===== config.mk =====
export PLATFORM = sky130hd
export DESIGN_NAME = hazard_ctrl_flat
export DESIGN_NICKNAME = d
export VERILOG_FILES = /design/src/rtl/hazard_pkg.sv /design/src/rtl/hazard_if.sv /design/src/rtl/hazard_ctrl_sat_counter.sv /design/src/rtl/hazard_ctrl.sv /design/src/flat_wrapper.sv
export SDC_FILE = /design/constraint.sdc
export NUM_CORES = 1
export LEC_CHECK = 0
export BUFFER_PORTS_ARGS = -buffer_cell sky130_fd_sc_hd__buf_2
export CORE_MARGIN = 1.5
export CORE_UTILIZATION = 54
export DETAILED_ROUTE_END_ITERATION = 7
export MAX_ROUTING_LAYER = met4
export PLACE_DENSITY = 0.95
export SLEW_MARGIN = 0
export SYNTH_ARGS = -nofsm -noshare
export SYNTH_HDL_FRONTEND = slang
export SYNTH_SLANG_ARGS = --single-unit
export TNS_END_PERCENT = 5

===== constraint.sdc =====
create_clock -name clk -period 2.7 [get_ports clk]
set_input_delay 0.135 -clock clk [delete_from_list [all_inputs] [get_ports clk]]
set_output_delay 0.135 -clock clk [all_outputs]
set_load 0.1 [all_outputs]

===== src/rtl/hazard_pkg.sv =====
// hazard_pkg: shared types and constants for the pipeline hazard controller.
//   state_e - controller states (RUN, MEM_WAIT)
//   ctrl_t  - pipeline-register / PC control bundle
//   resolve_run() - jump / load-use priority used in RUN and on freeze release
package hazard_pkg;

  localparam int unsigned REG_AW_DEF = 4;

  typedef enum logic [0:0] {
    RUN      = 1'b0,
    MEM_WAIT = 1'b1
  } state_e;

  typedef struct packed {
    logic pc_en;
    logic ifid_en;
    logic ifid_flush;
    logic idex_en;
    logic idex_clear;
    logic exmem_en;
  } ctrl_t;

  localparam ctrl_t CTRL_NORMAL = '{pc_en: 1'b1, ifid_en: 1'b1, ifid_flush: 1'b0,
                                    idex_en: 1'b1, idex_clear: 1'b0, exmem_en: 1'b1};
  localparam ctrl_t CTRL_OFF    = '0;

  // A taken jump outranks a load-use bubble: the dependent instruction is
  // flushed anyway, so its stall would only waste a cycle.
  function automatic ctrl_t resolve_run(input logic jump, input logic lu);
    ctrl_t c;
    c = CTRL_NORMAL;
    if (jump) begin
      c.ifid_flush = 1'b1;
      c.idex_clear = 1'b1;
    end else if (lu) begin
      c.pc_en      = 1'b0;
      c.ifid_en    = 1'b0;
      c.idex_clear = 1'b1;
    end
    return c;
  endfunction

endpackage


===== src/rtl/hazard_if.sv =====
// hazard_if: bundles the hazard controller's pipeline-facing signals.
//   Inputs to the controller: ID source regs and valids, ID/EX dest/load flag,
//   EX jump resolution, MEM memory/vector flags, counter clear.
//   Outputs from the controller: PC / IF/ID / ID/EX / EX/MEM controls, busy,
//   stall_cycles.
//   master: the pipeline side; slave: the controller.
interface hazard_if #(
  parameter int unsigned REG_AW = 4,
  parameter int unsigned CNT_W  = 16
);
  logic [REG_AW-1:0] id_rs1;
  logic [REG_AW-1:0] id_rs2;
  logic [REG_AW-1:0] id_rs3;
  logic [2:0]        id_rs_used;
  logic [REG_AW-1:0] idex_rr;
  logic              idex_memread;
  logic              ex_jump_taken;
  logic              exmem_mem;
  logic              exmem_vector;
  logic              cnt_clr;

  logic              pc_en;
  logic              ifid_en;
  logic              ifid_flush;
  logic              idex_en;
  logic              idex_clear;
  logic              exmem_en;
  logic              busy;
  logic [CNT_W-1:0]  stall_cycles;

  modport master (
    output id_rs1, id_rs2, id_rs3, id_rs_used, idex_rr, idex_memread,
           ex_jump_taken, exmem_mem, exmem_vector, cnt_clr,
    input  pc_en, ifid_en, ifid_flush, idex_en, idex_clear, exmem_en,
           busy, stall_cycles
  );

  modport slave (
    input  id_rs1, id_rs2, id_rs3, id_rs_used, idex_rr, idex_memread,
           ex_jump_taken, exmem_mem, exmem_vector, cnt_clr,
    output pc_en, ifid_en, ifid_flush, idex_en, idex_clear, exmem_en,
           busy, stall_cycles
  );
endinterface


===== src/rtl/hazard_ctrl_sat_counter.sv =====
// sat_counter: saturating up-counter with synchronous clear.
//   clk, rst (async, active-low), inc, clr (has priority), count.
module sat_counter #(
  parameter int unsigned CNT_W = 16
) (
  input  logic             clk,
  input  logic             rst,
  input  logic             inc,
  input  logic             clr,
  output logic [CNT_W-1:0] count
);

  logic [CNT_W-1:0] count_q, count_d;

  always_comb begin
    count_d = count_q;
    if (clr)
      count_d = '0;
    else if (inc && (count_q != '1))
      count_d = count_q + CNT_W'(1);
  end

  always_ff @(posedge clk or negedge rst) begin
    if (!rst) count_q <= '0;
    else      count_q <= count_d;
  end

  assign count = count_q;

endmodule


===== src/rtl/hazard_ctrl.sv =====
// hazard_ctrl: pipeline sequencing controller. Produces PC / IF/ID / ID/EX /
// EX/MEM enables and clears for load-use bubbles, taken-jump flushes and
// multi-cycle vector memory freezes, and counts cycles the PC is held.
//   clk  - state updates on posedge; outputs are Mealy and settle by negedge
//   rst  - asynchronous, active-low
//   hif  - hazard_if slave: pipeline status in, controls/busy/stall_cycles out
module hazard_ctrl
  import hazard_pkg::*;
#(
  parameter int unsigned REG_AW     = REG_AW_DEF,
  parameter int unsigned MEM_LAT    = 4,
  parameter bit          R0_IS_ZERO = 1'b1,
  parameter int unsigned CNT_W      = 16
) (
  input  logic      clk,
  input  logic      rst,
  hazard_if.slave   hif
);

  localparam bit          FREEZE_EN = (MEM_LAT > 1);
  localparam int unsigned WCW       = (MEM_LAT > 2) ? $clog2(MEM_LAT - 1) : 1;
  localparam int unsigned WAIT_INIT = (MEM_LAT > 1) ? (MEM_LAT - 2) : 0;

  state_e           state_q, state_d;
  logic [WCW-1:0]   wait_cnt_q, wait_cnt_d;
  ctrl_t            ctrl;
  logic             busy;
  logic             trig;
  logic             lu;
  logic [REG_AW-1:0] rs [3];

  assign rs[0] = hif.id_rs1;
  assign rs[1] = hif.id_rs2;
  assign rs[2] = hif.id_rs3;

  assign trig = FREEZE_EN & hif.exmem_mem & hif.exmem_vector;

  always_comb begin
    lu = 1'b0;
    for (int unsigned i = 0; i < 3; i++) begin
      if (hif.id_rs_used[i] && (rs[i] == hif.idex_rr))
        lu = 1'b1;
    end
    if (R0_IS_ZERO && (hif.idex_rr == '0))
      lu = 1'b0;
    lu = lu & hif.idex_memread;
  end

  // The trigger cycle in RUN counts as the first frozen cycle, so wait_cnt
  // starts at MEM_LAT-2 and the release cycle (wait_cnt==0) ignores trig to
  // avoid re-freezing on the departing op.
  always_comb begin
    state_d    = state_q;
    wait_cnt_d = wait_cnt_q;
    ctrl       = CTRL_NORMAL;
    busy       = 1'b0;
    case (state_q)
      RUN: begin
        if (trig) begin
          ctrl       = CTRL_OFF;
          busy       = 1'b1;
          wait_cnt_d = WCW'(WAIT_INIT);
          state_d    = MEM_WAIT;
        end else begin
          ctrl = resolve_run(hif.ex_jump_taken, lu);
        end
      end
      MEM_WAIT: begin
        if (wait_cnt_q != '0) begin
          ctrl       = CTRL_OFF;
          busy       = 1'b1;
          wait_cnt_d = wait_cnt_q - WCW'(1);
        end else begin
          ctrl    = resolve_run(hif.ex_jump_taken, lu);
          state_d = RUN;
        end
      end
      default: begin
        state_d    = RUN;
        wait_cnt_d = '0;
      end
    endcase
    // Pipeline registers must not load while reset is held.
    if (!rst) begin
      ctrl = CTRL_OFF;
      busy = 1'b0;
    end
  end

  always_ff @(posedge clk or negedge rst) begin
    if (!rst) begin
      state_q    <= RUN;
      wait_cnt_q <= '0;
    end else begin
      state_q    <= state_d;
      wait_cnt_q <= wait_cnt_d;
    end
  end

  assign hif.pc_en      = ctrl.pc_en;
  assign hif.ifid_en    = ctrl.ifid_en;
  assign hif.ifid_flush = ctrl.ifid_flush;
  assign hif.idex_en    = ctrl.idex_en;
  assign hif.idex_clear = ctrl.idex_clear;
  assign hif.exmem_en   = ctrl.exmem_en;
  assign hif.busy       = busy;

  sat_counter #(.CNT_W(CNT_W)) u_stall_cnt (
    .clk   (clk),
    .rst   (rst),
    .inc   (~ctrl.pc_en),
    .clr   (hif.cnt_clr),
    .count (hif.stall_cycles)
  );

endmodule


===== src/flat_wrapper.sv =====
// flat-port wrapper written by rule: the top's interface ports become plain ports
module hazard_ctrl_flat import hazard_pkg::*;
#(
  parameter int unsigned REG_AW     = REG_AW_DEF,
  parameter int unsigned MEM_LAT    = 4,
  parameter bit          R0_IS_ZERO = 1'b1,
  parameter int unsigned CNT_W      = 16
)
  (clk, rst, hif_id_rs1, hif_id_rs2, hif_id_rs3, hif_id_rs_used, hif_idex_rr, hif_idex_memread, hif_ex_jump_taken, hif_exmem_mem, hif_exmem_vector, hif_cnt_clr, hif_pc_en, hif_ifid_en, hif_ifid_flush, hif_idex_en, hif_idex_clear, hif_exmem_en, hif_busy, hif_stall_cycles);
  hazard_if #(.REG_AW(REG_AW), .CNT_W(CNT_W)) hif_i ();
  input  logic clk;
  input  logic rst;
  input wire logic [$bits(hif_i.id_rs1)-1:0] hif_id_rs1;
  input wire logic [$bits(hif_i.id_rs2)-1:0] hif_id_rs2;
  input wire logic [$bits(hif_i.id_rs3)-1:0] hif_id_rs3;
  input wire logic [$bits(hif_i.id_rs_used)-1:0] hif_id_rs_used;
  input wire logic [$bits(hif_i.idex_rr)-1:0] hif_idex_rr;
  input wire logic [$bits(hif_i.idex_memread)-1:0] hif_idex_memread;
  input wire logic [$bits(hif_i.ex_jump_taken)-1:0] hif_ex_jump_taken;
  input wire logic [$bits(hif_i.exmem_mem)-1:0] hif_exmem_mem;
  input wire logic [$bits(hif_i.exmem_vector)-1:0] hif_exmem_vector;
  input wire logic [$bits(hif_i.cnt_clr)-1:0] hif_cnt_clr;
  output wire logic [$bits(hif_i.pc_en)-1:0] hif_pc_en;
  output wire logic [$bits(hif_i.ifid_en)-1:0] hif_ifid_en;
  output wire logic [$bits(hif_i.ifid_flush)-1:0] hif_ifid_flush;
  output wire logic [$bits(hif_i.idex_en)-1:0] hif_idex_en;
  output wire logic [$bits(hif_i.idex_clear)-1:0] hif_idex_clear;
  output wire logic [$bits(hif_i.exmem_en)-1:0] hif_exmem_en;
  output wire logic [$bits(hif_i.busy)-1:0] hif_busy;
  output wire logic [$bits(hif_i.stall_cycles)-1:0] hif_stall_cycles;
  assign hif_i.id_rs1 = hif_id_rs1;
  assign hif_i.id_rs2 = hif_id_rs2;
  assign hif_i.id_rs3 = hif_id_rs3;
  assign hif_i.id_rs_used = hif_id_rs_used;
  assign hif_i.idex_rr = hif_idex_rr;
  assign hif_i.idex_memread = hif_idex_memread;
  assign hif_i.ex_jump_taken = hif_ex_jump_taken;
  assign hif_i.exmem_mem = hif_exmem_mem;
  assign hif_i.exmem_vector = hif_exmem_vector;
  assign hif_i.cnt_clr = hif_cnt_clr;
  assign hif_pc_en = hif_i.pc_en;
  assign hif_ifid_en = hif_i.ifid_en;
  assign hif_ifid_flush = hif_i.ifid_flush;
  assign hif_idex_en = hif_i.idex_en;
  assign hif_idex_clear = hif_i.idex_clear;
  assign hif_exmem_en = hif_i.exmem_en;
  assign hif_busy = hif_i.busy;
  assign hif_stall_cycles = hif_i.stall_cycles;
  hazard_ctrl #(.REG_AW(REG_AW), .MEM_LAT(MEM_LAT), .R0_IS_ZERO(R0_IS_ZERO), .CNT_W(CNT_W)) u_core (.clk(clk), .rst(rst), .hif(hif_i));
endmodule

# Yosys cells after proc, flatten, opt, wreduce, memory -nomap -nowiden
# Index checks and enable logic that the tools add are counted.
dict set report totals {
  out_inout_bits 23
  register_bits 19
  elab_cells 45
}
dict set report classes {
  reduce_logical 8
  n_addsub 2
  n_mux 22
  bitwise_logic 4
  n_eq_ne 6
}
# operator n
set ops {}
lappend ops {{$mux 16} 2}
lappend ops {{$mux 6} 3}
lappend ops {{$add 16x1->16 const B} 1}
lappend ops {{$ne 16x16->1 const B} 1}
lappend ops {{$eq 4x4->1} 3}
lappend ops {{$pmux 6 s2} 1}
lappend ops {{$mux 1} 10}
lappend ops {{$mux 2} 4}
lappend ops {{$logic_and 1x1->1} 4}
lappend ops {{$logic_not 4->1} 1}
lappend ops {{$pmux 2 s2} 1}
lappend ops {{$reduce_bool 2->1} 2}
lappend ops {{$and 1x1->1} 2}
lappend ops {{$ne 2x1->1 const B} 1}
lappend ops {{$ne 2x2->1 const B} 1}
lappend ops {{$not 1->1} 2}
lappend ops {{$pmux 1 s2} 1}
lappend ops {{$reduce_and 2->1} 1}
lappend ops {{$sub 2x1->2 const B} 1}

# Longest topological paths before layout
dict set report depth {
  ltp_word 16
  ltp_mapped 8
}

# Hierarchy
# From an unflattened synthesis, not the netlist that was laid out.
dict set report hier_totals {
  cells_unflattened 140
  area_unflattened_um2 1295.0
}
# module n_inst seq_area_each_um2 cells_each area_each_um2
set by_module_without_submodules {}
lappend by_module_without_submodules {sat_counter 1 400.4 98 942.2}
lappend by_module_without_submodules {hazard_ctrl 1 75.1 42 352.8}

# Least setup slack after synthesis
# Ideal clock, no wire load.
dict set report synth_timing {
  path_kind {register to output}
  from {reg u_core.wait_cnt_q[0]}
  to {out hif_pc_en}
  path_stages_with_launch 9
  n_path_buf 2
  required_ns 2.565
  path_slack_ns -0.428
  arrival_time_ns 2.993
  path_cell_list {dfrtp_1 inv_1 ha_1 nand2b_1 o21ai_1 nor2_2 buf_2 and2_1 buf_4}
}
dict set report synth_via {
  elab_chain_len 4
}
# item line_no
set synth_lines {}
lappend synth_lines {{start, declared} hazard_ctrl.sv:25} ;# logic [WCW-1:0] wait_cnt_q, wait_cnt_d;
lappend synth_lines {{start signal, assigned} hazard_ctrl.sv:96} ;# wait_cnt_q <= wait_cnt_d;
lappend synth_lines {{$reduce_bool 2->1} hazard_ctrl.sv:69} ;# if (wait_cnt_q != '0) begin
lappend synth_lines {{$mux 6} hazard_ctrl.sv:69}
lappend synth_lines {{$pmux 6 s2} hazard_ctrl.sv:57} ;# case (state_q)
lappend synth_lines {{$mux 6} hazard_ctrl.sv:84} ;# if (!rst) begin
lappend synth_lines {{end, declared} flat_wrapper.sv:23} ;# output wire logic [$bits(hif_i.pc_en)-1:0] hif_pc_en;
# No other way between the ends.

# Final worst setup path
dict set report layout_timing {
  from {reg u_core.u_stall_cnt.count_q[0] (netlist: u_core.u_stall_cnt.count[0])}
  to {reg u_core.u_stall_cnt.count_q[0] (netlist: u_core.u_stall_cnt.count[0])}
}
dict set report layout_via {
  elab_chain_len 3
  elab_cells_between_ends 6
  classes_between {add/sub (1); eq/ne (1); mux (2); reduce/logical (2)}
}
# item line_no
set layout_lines {}
lappend layout_lines {{start, declared} hazard_ctrl_sat_counter.sv:13} ;# logic [CNT_W-1:0] count_q, count_d;
lappend layout_lines {{start signal, assigned} hazard_ctrl_sat_counter.sv:25} ;# else count_q <= count_d;
lappend layout_lines {{$add 16x1->16 / $ne 16x16->1 (equally long branches)} {hazard_ctrl_sat_counter.sv:20, hazard_ctrl_sat_counter.sv:19}}
lappend layout_lines {{$mux 16 / $logic_and 1x1->1 (equally long branches)} hazard_ctrl_sat_counter.sv:19} ;# else if (inc && (count_q != '1))
lappend layout_lines {{$mux 16 / $reduce_bool 2->1 (equally long branches)} -}
# Several ways; a longest one is shown, not always the timed one. The select of a mux whose other input is x is not followed.
# A chain may end at the register's enable or synchronous reset.

==> results.sh <==
export IMPL_hpwl_um=2470
export IMPL_path_cells="ha_1 -> nand3_1 -> nor2_1 -> nand4_1 -> a21boi_1 -> mux2_1"
export IMPL_grt_pass1_wl_um=5150
export IMPL_fin_total_pwr_mw=1.12
export IMPL_synth_fp_nets=186
export IMPL_viasPerCell=5.58
export IMPL_ctsHoldBuffers=1
export IMPL_postCtsResizedCells=0
export IMPL_antenna_found_initial=0
export IMPL_reg2reg_to="u_core.u_stall_cnt.count[0]$_DFFE_PN0P_"
export IMPL_cp_max_fo=12
export IMPL_max_slew_margin_rel_pct=43.3
export IMPL_start_util_pct=57.8
export IMPL_num_rows=18
export IMPL_cp_end_kind="flip-flop"
export IMPL_antenna_cells=0
export IMPL_overflow=0
export IMPL_startpoint="u_core.u_stall_cnt.count[0]$_DFFE_PN0P_"
export IMPL_cp_start_kind="flip-flop"
export IMPL_cts_buffers=3
export IMPL_fin_crit_ps=2310
export IMPL_tritoncts="done"
export IMPL_fin_setup_tns_ps=0
export IMPL_synth_cell_types=32
export IMPL_final_hold_viol_count=0
export IMPL_seq_area_um2=475
export IMPL_antenna_left=0
export IMPL_cts_max_path_buffers=2
export IMPL_yosysWarnings=0
export IMPL_drive_gt1_share_pct=37.9
export IMPL_gp_congestion=0.832
export IMPL_worst_pin_slew_ps=851
export IMPL_syn_avg_cell_area_um2=9.23
export IMPL_max_stage_delay_ps=480
export IMPL_syn_area_um2=1460
export IMPL_skew_ps=2.44
export IMPL_grt_max_degree=33
export IMPL_cp_required_ps=2900
export IMPL_crit_end="u_core.u_stall_cnt.count[0]$_DFFE_PN0P_"
export IMPL_drtIter0Drc=34
export IMPL_power_density_nw_per_um2=638
export IMPL_setup_viol=0
export IMPL_dp_cells=231
export IMPL_num_io_pins=49
export IMPL_fillers=200
export IMPL_ys_ff_latch=19
export IMPL_syn_to_final_growth_pct=19.9
export IMPL_ys_seq_area_share_pct=32.6
export IMPL_path_clk_slew_ps=110
export IMPL_fin_cells=236
export IMPL_vias=1318
export IMPL_core_um2=2520
export IMPL_wl_um=3270
export IMPL_h_tree_depth=1
export IMPL_worst_ep_arrival_time_ps=2510
export IMPL_final_common_cell="buf_2"
export IMPL_p_leak_nw=0.855
export IMPL_vdd_drop_max_mv=0.543
export IMPL_reg2reg_depth=6
export IMPL_clock_root_buffer="clkbuf_4"
export IMPL_critPathKind="reg -> reg"
export IMPL_slowest_stage="nand4_1"
export IMPL_place_port_buffers=48
export IMPL_r2r_slack_ps=390
export IMPL_fmax_mhz=433
export IMPL_r2r_start="u_core.u_stall_cnt.count[0]$_DFFE_PN0P_"
export IMPL_nets=235
export IMPL_critPathBufInv=0
export IMPL_min_path_type="in -> reg"
export IMPL_die_h_um=55.0
export IMPL_firstDrtPassIters=5
export IMPL_cts_sink_count=19
export IMPL_grt_pass1_vias=1207
export IMPL_drc=0
export IMPL_finalCritPeriodShare_pct=85.6
export IMPL_final_max_slew_viol_count=0
export IMPL_insertion_delay_ps=310
export IMPL_cp_num_cells=6
export IMPL_synthCells=158
export IMPL_chipWidth_um=55.0
export IMPL_mostFrequentLayoutCells="buf_2 (48), nor2_1 (23), dfrtp_1 (19)"
export IMPL_die_area_um2=3020
export IMPL_grt_util_all_layers_pct=25.1
export IMPL_drv_cap=0
export IMPL_multi_input_area_um2=921
export IMPL_rsz0062_at_grt="false"
export IMPL_postCtsSetupRepairBufs=0
export IMPL_cp_top_family="simple AND/OR/NAND/NOR gates"
export IMPL_status="finished, final reports clean"
export IMPL_wire_per_inst_um=13.9
## per-stage QoR
stage	cell area, um2	hold slack [ps]	setup WS (ps)	utilization (%)
5_1_grt	1750	236	235	69.3
3_5_place_dp	1710	127	429	67.9
2_1_floorplan	1460	-161	85.9	-
6_report	1750	185	388	69.3
4_1_cts	1750	189	406	69.3
3_3_place_gp	1710	121	455	67.9
## how the worst min path moves through the flow
stage	end	slack, ps	cells after the start	startpoint
floorplan	u_core.state_q$_DFF_PN0_	-160	0	rst
global placement	u_core.u_stall_cnt.count[6]$_DFFE_PN0P_	120	2	rst
detailed placement	u_core.u_stall_cnt.count[6]$_DFFE_PN0P_	130	2	rst
CTS	u_core.state_q$_DFF_PN0_	190	3	hif_exmem_vector
global route	u_core.state_q$_DFF_PN0_	240	3	hif_exmem_vector
finish	u_core.state_q$_DFF_PN0_	180	3	hif_exmem_vector
## kinds of logic (layout without fill, tap and decap cells)
family,count (synthesis),in the layout,share of synthesized area (%)
AO/OA/AOI/OAI,20,20,11.0
buffers and inverters,12,60,4.29
adder cells (fa/ha/maj),2,2,1.72
AND/OR/NAND/NOR,76,76,27.9
multiplexers,17,17,15.3
flip-flops,19,19,32.6
XOR/XNOR,12,12,7.21
## worst reg2reg max path, delay by kind of cell, from the launching register on
kind | cells | cell delay (ps)
muxes | 1 | 350
AOI/OAI and AO/OA | 1 | 320
and+or+nand+nor | 3 | 920
DFF | 1 | 430
adders and majority gates | 1 | 190
## routing by layer
metal	track usage, %	share of wire (%)	up-vias
met5	-	0	-
li1	-	-	636
met4	10.2	1.7	0
met1	24.9	38	622
met2	49.0	55	55
met3	2.96	5.3	5
## synth_stat cells
cell      number  share of area [%]
nor2_1        23                5.9
dfrtp_1       19                 33
nor2b_1       14                6.0
a21oi_2        9                5.4
mux2_4         9                9.3
nand2_1        9                2.3
xor2_1         9                5.4
nand3_1        7                2.4
nand4_1        7                3.0
mux2_1         6                4.6
a21oi_1        5                1.7
and2_1         4                1.7
inv_1          4                1.0
nand2b_1       4                1.7
clkbuf_1       3               0.77
nor4_2         3                2.6
xnor2_1        3                1.8
and3_1         2               0.86
buf_2          2               0.69
buf_4          2                1.0
ha_1           2                1.7
mux2i_1        2                1.4
a21boi_1       1               0.52
a31oi_1        1               0.43
and4_1         1               0.60
buf_6          1               0.77
nor2_2         1               0.43
nor3_1         1               0.34
o21a_1         1               0.52
o21ai_1        1               0.34
o31ai_4        1                1.5
o41ai_1        1               0.60
## area by class of cell
class	instances	share of cell area (%)
repair buffers	52	15.6
inverters	4	0.859
flip-flops and latches	19	27.2
multi-input cells	127	52.7
clock buffers	4	1.50
well taps	30	2.15
## flip-flops by register name, summed over array words and instances (netlist names)
name / count
u_core.u_stall_cnt.count: 16
u_core.wait_cnt_q: 2
u_core.state_q: 1
## power by group
part	internal, mW	switching, mW	leakage, nW
clock	0.0578	0.0922	0.0150
combinational	0.130	0.482	0.585
sequential	0.320	0.0328	0.255
Power figures use the tool's default switching activity.
